### src/rtl/cart_pkg.sv
// Shared types and helpers for the cartridge download engine.
package cart_pkg;

  typedef enum logic [1:0] {
    StIdle,
    StLoad,
    StHold
  } cart_state_e;

  // HPS ioctl_index values used by the console cores.
  localparam logic [7:0] IoctlIdxBoot  = 8'd0;
  localparam logic [7:0] IoctlIdxCart  = 8'd1;
  localparam logic [7:0] IoctlIdxCart2 = 8'd2;

  // Smallest (2^k)-1 such that 2^k >= count, capped at addr_w ones. count 0 or 1 gives 0.
  function automatic logic [31:0] pow2_mask(input logic [31:0] count, input int unsigned addr_w);
    logic [31:0] m;
    m = '0;
    for (int unsigned i = 0; i < 32; i++) begin
      if (i < addr_w && (m + 32'd1) < count) begin
        m = {m[30:0], 1'b1};
      end
    end
    return m;
  endfunction

endpackage

### src/rtl/rst_stretch.sv
// Stretched reset generator: reloads on request, then holds for HOLD_CYCLES more cycles.
module rst_stretch #(
  parameter int unsigned HOLD_CYCLES = 255
) (
  input  logic clk_sys,
  input  logic reset,
  input  logic req_i,
  output logic active_o,
  output logic done_o
);

  localparam int unsigned     CntW    = $clog2(HOLD_CYCLES + 1);
  localparam logic [CntW-1:0] CntLoad = CntW'(HOLD_CYCLES);
  localparam logic [CntW-1:0] CntOne  = CntW'(1);

  logic [CntW-1:0] cnt_q, cnt_d;

  // Reload while requested, otherwise count down to zero and stop there.
  always_comb begin
    cnt_d = cnt_q;
    if (req_i) begin
      cnt_d = CntLoad;
    end else if (cnt_q != '0) begin
      cnt_d = cnt_q - CntOne;
    end
  end

  assign done_o = (cnt_d == '0);

  // Output is a flop so the core reset never glitches.
  always_ff @(posedge clk_sys or posedge reset) begin
    if (reset) begin
      cnt_q    <= CntLoad;
      active_o <= 1'b1;
    end else begin
      cnt_q    <= cnt_d;
      active_o <= (cnt_d != '0);
    end
  end

endmodule

### src/rtl/cart_loader.sv
// Cartridge download engine: ioctl byte stream to cart RAM, per-slot size/mirror tracking and
// the post-download core reset.
module cart_loader
  import cart_pkg::*;
#(
  parameter int unsigned ADDR_W      = 16,
  parameter int unsigned NUM_SLOTS   = 2,
  parameter int unsigned IDX_BASE    = 1,
  parameter int unsigned HOLD_CYCLES = 255,
  parameter int unsigned SLOT_W      = (NUM_SLOTS > 1) ? $clog2(NUM_SLOTS) : 1
) (
  input  logic                        clk_sys,
  input  logic                        reset,
  input  logic                        rst_req,
  input  logic                        ioctl_download,
  input  logic [7:0]                  ioctl_index,
  input  logic                        ioctl_wr,
  input  logic [24:0]                 ioctl_addr,
  input  logic [7:0]                  ioctl_dout,
  output logic                        ram_we,
  output logic [SLOT_W-1:0]           ram_slot,
  output logic [ADDR_W-1:0]           ram_a,
  output logic [7:0]                  ram_d,
  output logic                        loading,
  output logic                        core_reset,
  output logic [NUM_SLOTS-1:0]        slot_valid,
  output logic [NUM_SLOTS*ADDR_W-1:0] mirror_mask,
  output logic                        overflow
);

  localparam logic [ADDR_W:0] CntFull = {1'b1, {ADDR_W{1'b0}}};
  localparam logic [ADDR_W:0] CntOne  = {{ADDR_W{1'b0}}, 1'b1};

  cart_state_e       state_q;
  logic [SLOT_W-1:0] slot_q;
  logic [ADDR_W:0]   count_q, count_d;
  logic [ADDR_W:0]   addr_end;
  logic [31:0]       idx_off;
  logic              idx_ok, start_load, in_range, hold_req, hold_done;

  // Index decode, address range check and running image size.
  always_comb begin
    idx_off    = 32'(ioctl_index) - IDX_BASE;
    idx_ok     = (32'(ioctl_index) >= IDX_BASE) && (idx_off < NUM_SLOTS);
    start_load = ioctl_download && idx_ok && (state_q != StLoad);
    in_range   = (ioctl_addr >> ADDR_W) == 25'd0;
    // Out-of-range bytes saturate the size at the full RAM.
    addr_end   = in_range ? ({1'b0, ioctl_addr[ADDR_W-1:0]} + CntOne) : CntFull;
    count_d    = count_q;
    if (state_q == StLoad && ioctl_wr && addr_end > count_q) begin
      count_d = addr_end;
    end
    // Holding the reload through LOAD makes the hold start exactly at LOAD exit.
    hold_req = rst_req || start_load || (state_q == StLoad);
  end

  rst_stretch #(
    .HOLD_CYCLES(HOLD_CYCLES)
  ) u_rst_stretch (
    .clk_sys (clk_sys),
    .reset   (reset),
    .req_i   (hold_req),
    .active_o(core_reset),
    .done_o  (hold_done)
  );

  // Download FSM with the one-cycle write pipeline and per-slot results.
  always_ff @(posedge clk_sys or posedge reset) begin
    if (reset) begin
      state_q     <= StIdle;
      slot_q      <= '0;
      count_q     <= '0;
      ram_we      <= 1'b0;
      ram_slot    <= '0;
      ram_a       <= '0;
      ram_d       <= '0;
      loading     <= 1'b0;
      slot_valid  <= '0;
      mirror_mask <= '1;
      overflow    <= 1'b0;
    end else begin
      ram_we <= 1'b0;
      if (start_load) begin
        state_q                      <= StLoad;
        slot_q                       <= SLOT_W'(idx_off);
        slot_valid[SLOT_W'(idx_off)] <= 1'b0;
        count_q                      <= '0;
        overflow                     <= 1'b0;
        loading                      <= 1'b1;
      end else begin
        unique case (state_q)
          StIdle: begin
            if (rst_req) state_q <= StHold;
          end
          StLoad: begin
            count_q <= count_d;
            if (ioctl_wr) begin
              if (in_range) begin
                ram_we   <= 1'b1;
                ram_slot <= slot_q;
                ram_a    <= ioctl_addr[ADDR_W-1:0];
                ram_d    <= ioctl_dout;
              end else begin
                overflow <= 1'b1;
              end
            end
            // A strobe coinciding with the falling edge is already folded into count_d.
            if (!ioctl_download) begin
              state_q                                 <= StHold;
              loading                                 <= 1'b0;
              slot_valid[slot_q]                      <= (count_d != '0);
              mirror_mask[32'(slot_q)*ADDR_W +: ADDR_W] <= ADDR_W'(pow2_mask(32'(count_d), ADDR_W));
            end
          end
          StHold: begin
            if (hold_done) state_q <= StIdle;
          end
          default: state_q <= StIdle;
        endcase
      end
    end
  end

endmodule

### config.mk
export PLATFORM = sky130hd
export DESIGN_NAME = cart_loader
export DESIGN_NICKNAME = d
export VERILOG_FILES = /design/src/rtl/cart_pkg.sv /design/src/rtl/rst_stretch.sv /design/src/rtl/cart_loader.sv
export SDC_FILE = /design/constraint.sdc
export NUM_CORES = 1
export LEC_CHECK = 0
export CORE_MARGIN = 2
export CORE_UTILIZATION = 55
export CTS_CLUSTER_DIAMETER = 30
export DETAILED_ROUTE_END_ITERATION = 6
export GPL_TIMING_DRIVEN = 0
export PLACE_DENSITY = 0.73
export SLEW_MARGIN = 20
export SYNTH_ARGS = -nofsm -noshare
export SYNTH_HDL_FRONTEND = slang
export SYNTH_HIERARCHICAL = 1
export SYNTH_SLANG_ARGS = --single-unit
### constraint.sdc
create_clock -name clk_sys -period 101 [get_ports clk_sys]
set_clock_uncertainty 0.15 [all_clocks]
set_input_delay 20.2 -clock clk_sys [delete_from_list [all_inputs] [get_ports clk_sys]]
set_output_delay 20.2 -clock clk_sys [all_outputs]
set_load 0.01 [all_outputs]
==> results by group <==
Run status
  – Run status: finished, final reports clean

Cells and area
  – Area grow syn2layout: 13.8%
  – Ratio of cells with drive above 1 in the final layout: roughly a tenth
  – Final cell count without fillers: between 2k and 3k
  – Fill cells: 2700
  – Storage element area: around 0.0023 mm2
  – Most common cell after layout, fill and taps aside: nand2_1
  – Leading cell types in the layout, fill and taps excluded: nand2_1, nor2_1, o21ai_0
  – Nets@finish: about 2.6k
  – # diodes: 0
  – Multi-input logic area: between 0.01 and 0.015 mm2
  – Final Instance Area: about 0.018 mm2

Timing
  – Unrepaired setup endpoints after global routing: no
  – PnR worst setup slack: 20210 ps
  – Rel. slew slack: ~20%
  – Max-slew violations: 0
  – Max Freq: ~0.012 GHz
  – Worst-Margin Slew: around 1200 ps
  – # setup viols final: 0
  – Fin Setup TNS: 0 ps
  – Crit path time final: 80790 ps
  – Endpoints failing hold: 0
  – Crit share post-route: between 70% and 80%

Critical path
  – Critical Path RT: approximately 100000 ps
  – CP endpoint kind: flop
  – R2R Path End: mirror_mask[3]
  – CP most frequent cell: o21ai_0
  – Startpoint types: primary input
  – Crit-path max cell delay: between 700 and 800 ps
  – FF-to-FF setup slack: ~42000 ps
  – Critical path depth in cells: about 250
  – Worst-path fanout max: 11
  – Worst path top cell family by delay: compound AO/OA/AOI/OAI gates
  – Buf+Inv Stages, Crit Path: 31
  – Reg2reg start: count_q[16]
  – Worst Reg-to-Reg Cells: 245
  – Critical path class: in -> reg
  – Crit path DAT: 80920 ps
  – Master of the slowest instance on the critical path: nor3_1

Route
  – Drt pass-1 iters: 6
  – Initial DRC Count: around 2.3k
  – Routed Antenna Nets: 0
  – Routed len/inst: about 22 um
  – Residual DRC: 0
  – Routed vias/inst: between 6 and 7
  – Total number of vias: 18.5k
  – Drt total wl: 59900 um

CTS
  – CTS H-tree depth: 3
  – Hold buffers post-CTS: 0
  – Cells resized by post-CTS repair: 0
  – Clk_lat worst skew: ~360 ps
  – Clk root buf: clkbuf_16
  – CTS Sinks: between 90 and 100
  – CTS Buffer Depth: 2
  – Setup Buffers After CTS: 0
  – TritonCTS clock tree: yes
  – Clock-pin slew on the worst setup and hold paths: 70 ps
  – Total CTS buffers: 9

Pwr
  – P_int: approximately 0.000076 W
  – Switching share of power: between 30% and 40%
  – Pwr per Cell Area: 6.99 mW/mm2
  – Clock power frac: between 20% and 30%
  – Tot Pwr: approximately 0.00013 W
  – Logic pwr share: 40.5%
  – NetSw: 0.0000501 W
  – Static Leak: 8.03 nW
  – Flop pwr share: roughly a third
  – Worst vdd ir: approximately 8.5 uV

Placement
  – GP Congestion: 1.07
  – Pre-CTS setup slack: between 20000 and 25000 ps
  – Placed Instance Area: roughly 0.018 mm2
  – Dpl hpwl: 47200 um
  – Port Buffers: between 100 and 150
  – Dpl cells: about 2.7k

Synth
  – Xor/xnor share of the synthesized area: a little over 5%
  – Simple-gate share of the synthesized area: roughly 28%
  – Adder-Cell Fraction of Synth Area: roughly an eighth
  – Syn Area/Cell: between 7 and 8 um2
  – Multiplexer share of the synthesized area: under 10%
  – Post-synth ARST share: 100%
  – Register area share after synthesis: 14.7%
  – Synth cell types: roughly 120
  – Largest family of logic cells by synthesized area: compound AO/OA/AOI/OAI gates
  – Yosys warnings: 6
  – Mapped Area: 0.0158 mm2
  – Complex-gate fraction of the synthesized area: a little under a third
  – FF+latch count, synth: 91
  – Syn Inst Count: about 2.2k
  – Top_reg_cell synth: dfrtp_1
  – Number of synthesized flops with an enable pin: 0

Floorplan
  – Rows: between 60 and 70
  – Die W: approximately 170 um
  – # IOs: between 100 and 150
  – Core area: approximately 0.029 mm2
  – Die span in y: ~170 um
  – Die area: approximately 0.030 mm2
  – Initial core utilization: roughly 55%

Global route
  – Vias in the first global route: approximately 17k
  – Largest net degree at the start of global routing: 48
  – GR Overflow Total: 0
  – Initial antenna violation count: 0
  – First-pass GRT wire length: 93600 um
  – Total GRT Usage: 38.5%

Job
  – Max-cap violations: 0

Hold path
  – Worst hold stages: 2
  – Hold EP: ram_a[0]
  – Path category of the worst min-delay check: reg -> reg
  – Worst min-delay path startpoint: ram_a[0]
## flip-flops by register name, summed over array words and instances (netlist names)
| name | cells |
|---|---|
| ram_slot | 1 |
| ram_we | 1 |
| overflow | 1 |
| ram_a | 16 |
| slot_valid | 2 |
| ram_d | 8 |
| count_q | 17 |
| u_rst_stretch/active_o | 1 |
| mirror_mask | 32 |
| slot_q | 1 |
| state_q | 2 |
| u_rst_stretch/cnt_q | 8 |
| loading | 1 |
## power by group through the flow
stage | Combinational [W] | Sequential, W | Clock [W]
3_3_place_gp | 0.0000438 | 0.0000420 | 0
4_1_cts | 0.0000497 | 0.0000416 | 0.0000335
3_5_place_dp | 0.0000494 | 0.0000422 | 0
6_report | 0.0000511 | 0.0000417 | 0.0000333
5_1_grt | 0.0000556 | 0.0000420 | 0.0000348
2_1_floorplan | 0.0000289 | 0.0000416 | 0
## Yosys cell counts (30+ instances only)
| cell type | number | area, um2 |
|---|---|---|
| a21o_1 | 47 | 353 |
| a21oi_1 | 165 | 826 |
| buf_2 | 32 | 160 |
| clkbuf_1 | 68 | 255 |
| dfrtp_1 | 50 | 1250 |
| dfstp_2 | 41 | 1080 |
| ha_1 | 156 | 1950 |
| inv_1 | 63 | 236 |
| mux2i_1 | 37 | 370 |
| nand2_1 | 292 | 1100 |
| nand3_1 | 80 | 400 |
| nand4_1 | 42 | 263 |
| nor2_1 | 194 | 728 |
| nor3_1 | 76 | 380 |
| o211ai_1 | 30 | 225 |
| o21ai_0 | 161 | 806 |
| o22ai_1 | 31 | 194 |
| xnor2_1 | 68 | 596 |
## final cells by class
class                      count  area share [%]
clock inverter                 1          0.0416
timing repair buffer         109            6.43
clock buffer                  15            1.55
sequential                    91            12.9
multi-input combinational   1966            72.3
inverter                      65            1.37
buffer                       115            2.77
tap                          384            2.66
## logic make-up (layout without fill, tap and decap cells)
kind of cell / count (synthesis) / count (layout)
AOI/OAI and AO/OA: 728 / 728
xor gates and xnor gates: 92 / 92
adders and majority gates: 157 / 157
buffers and inverters: 180 / 305
DFF: 91 / 91
muxes: 53 / 53
other: 1 / 44
and+or+nand+nor: 892 / 892
## metrics by stage
stage | utilization (%) | hold slack [ps]
global route | 63.2 | 346
floorplan | - | 333
finish | 63.2 | 324
detailed placement | 62.1 | 313
CTS | 63.1 | 329
global placement | 61.3 | 306
## how the worst max path moves through the flow
stage,startpoint,slack (ps),endpoint
2_1_floorplan,ioctl_addr[7],34930,mirror_mask[19]
3_3_place_gp,ioctl_addr[0],21150,mirror_mask[3]
3_5_place_dp,ioctl_addr[0],22350,mirror_mask[19]
4_1_cts,ioctl_addr[0],22400,mirror_mask[19]
5_1_grt,ioctl_addr[18],16190,mirror_mask[19]
6_report,ioctl_addr[0],20210,mirror_mask[3]
## layer usage
metal / routed length [um] / track usage (%)
met5: 0 / 0
met4: 2800 / 17.1
met3: 6400 / 6.18
met2: 25800 / 59.9
met1: 24900 / 52.5
## tightest hold or removal path, delay by kind of cell (launching register included)
family        cells  cell delay [ps]
simple gates      2              100
flops             1              340
Note: power is estimated with default switching activity, not from simulation.
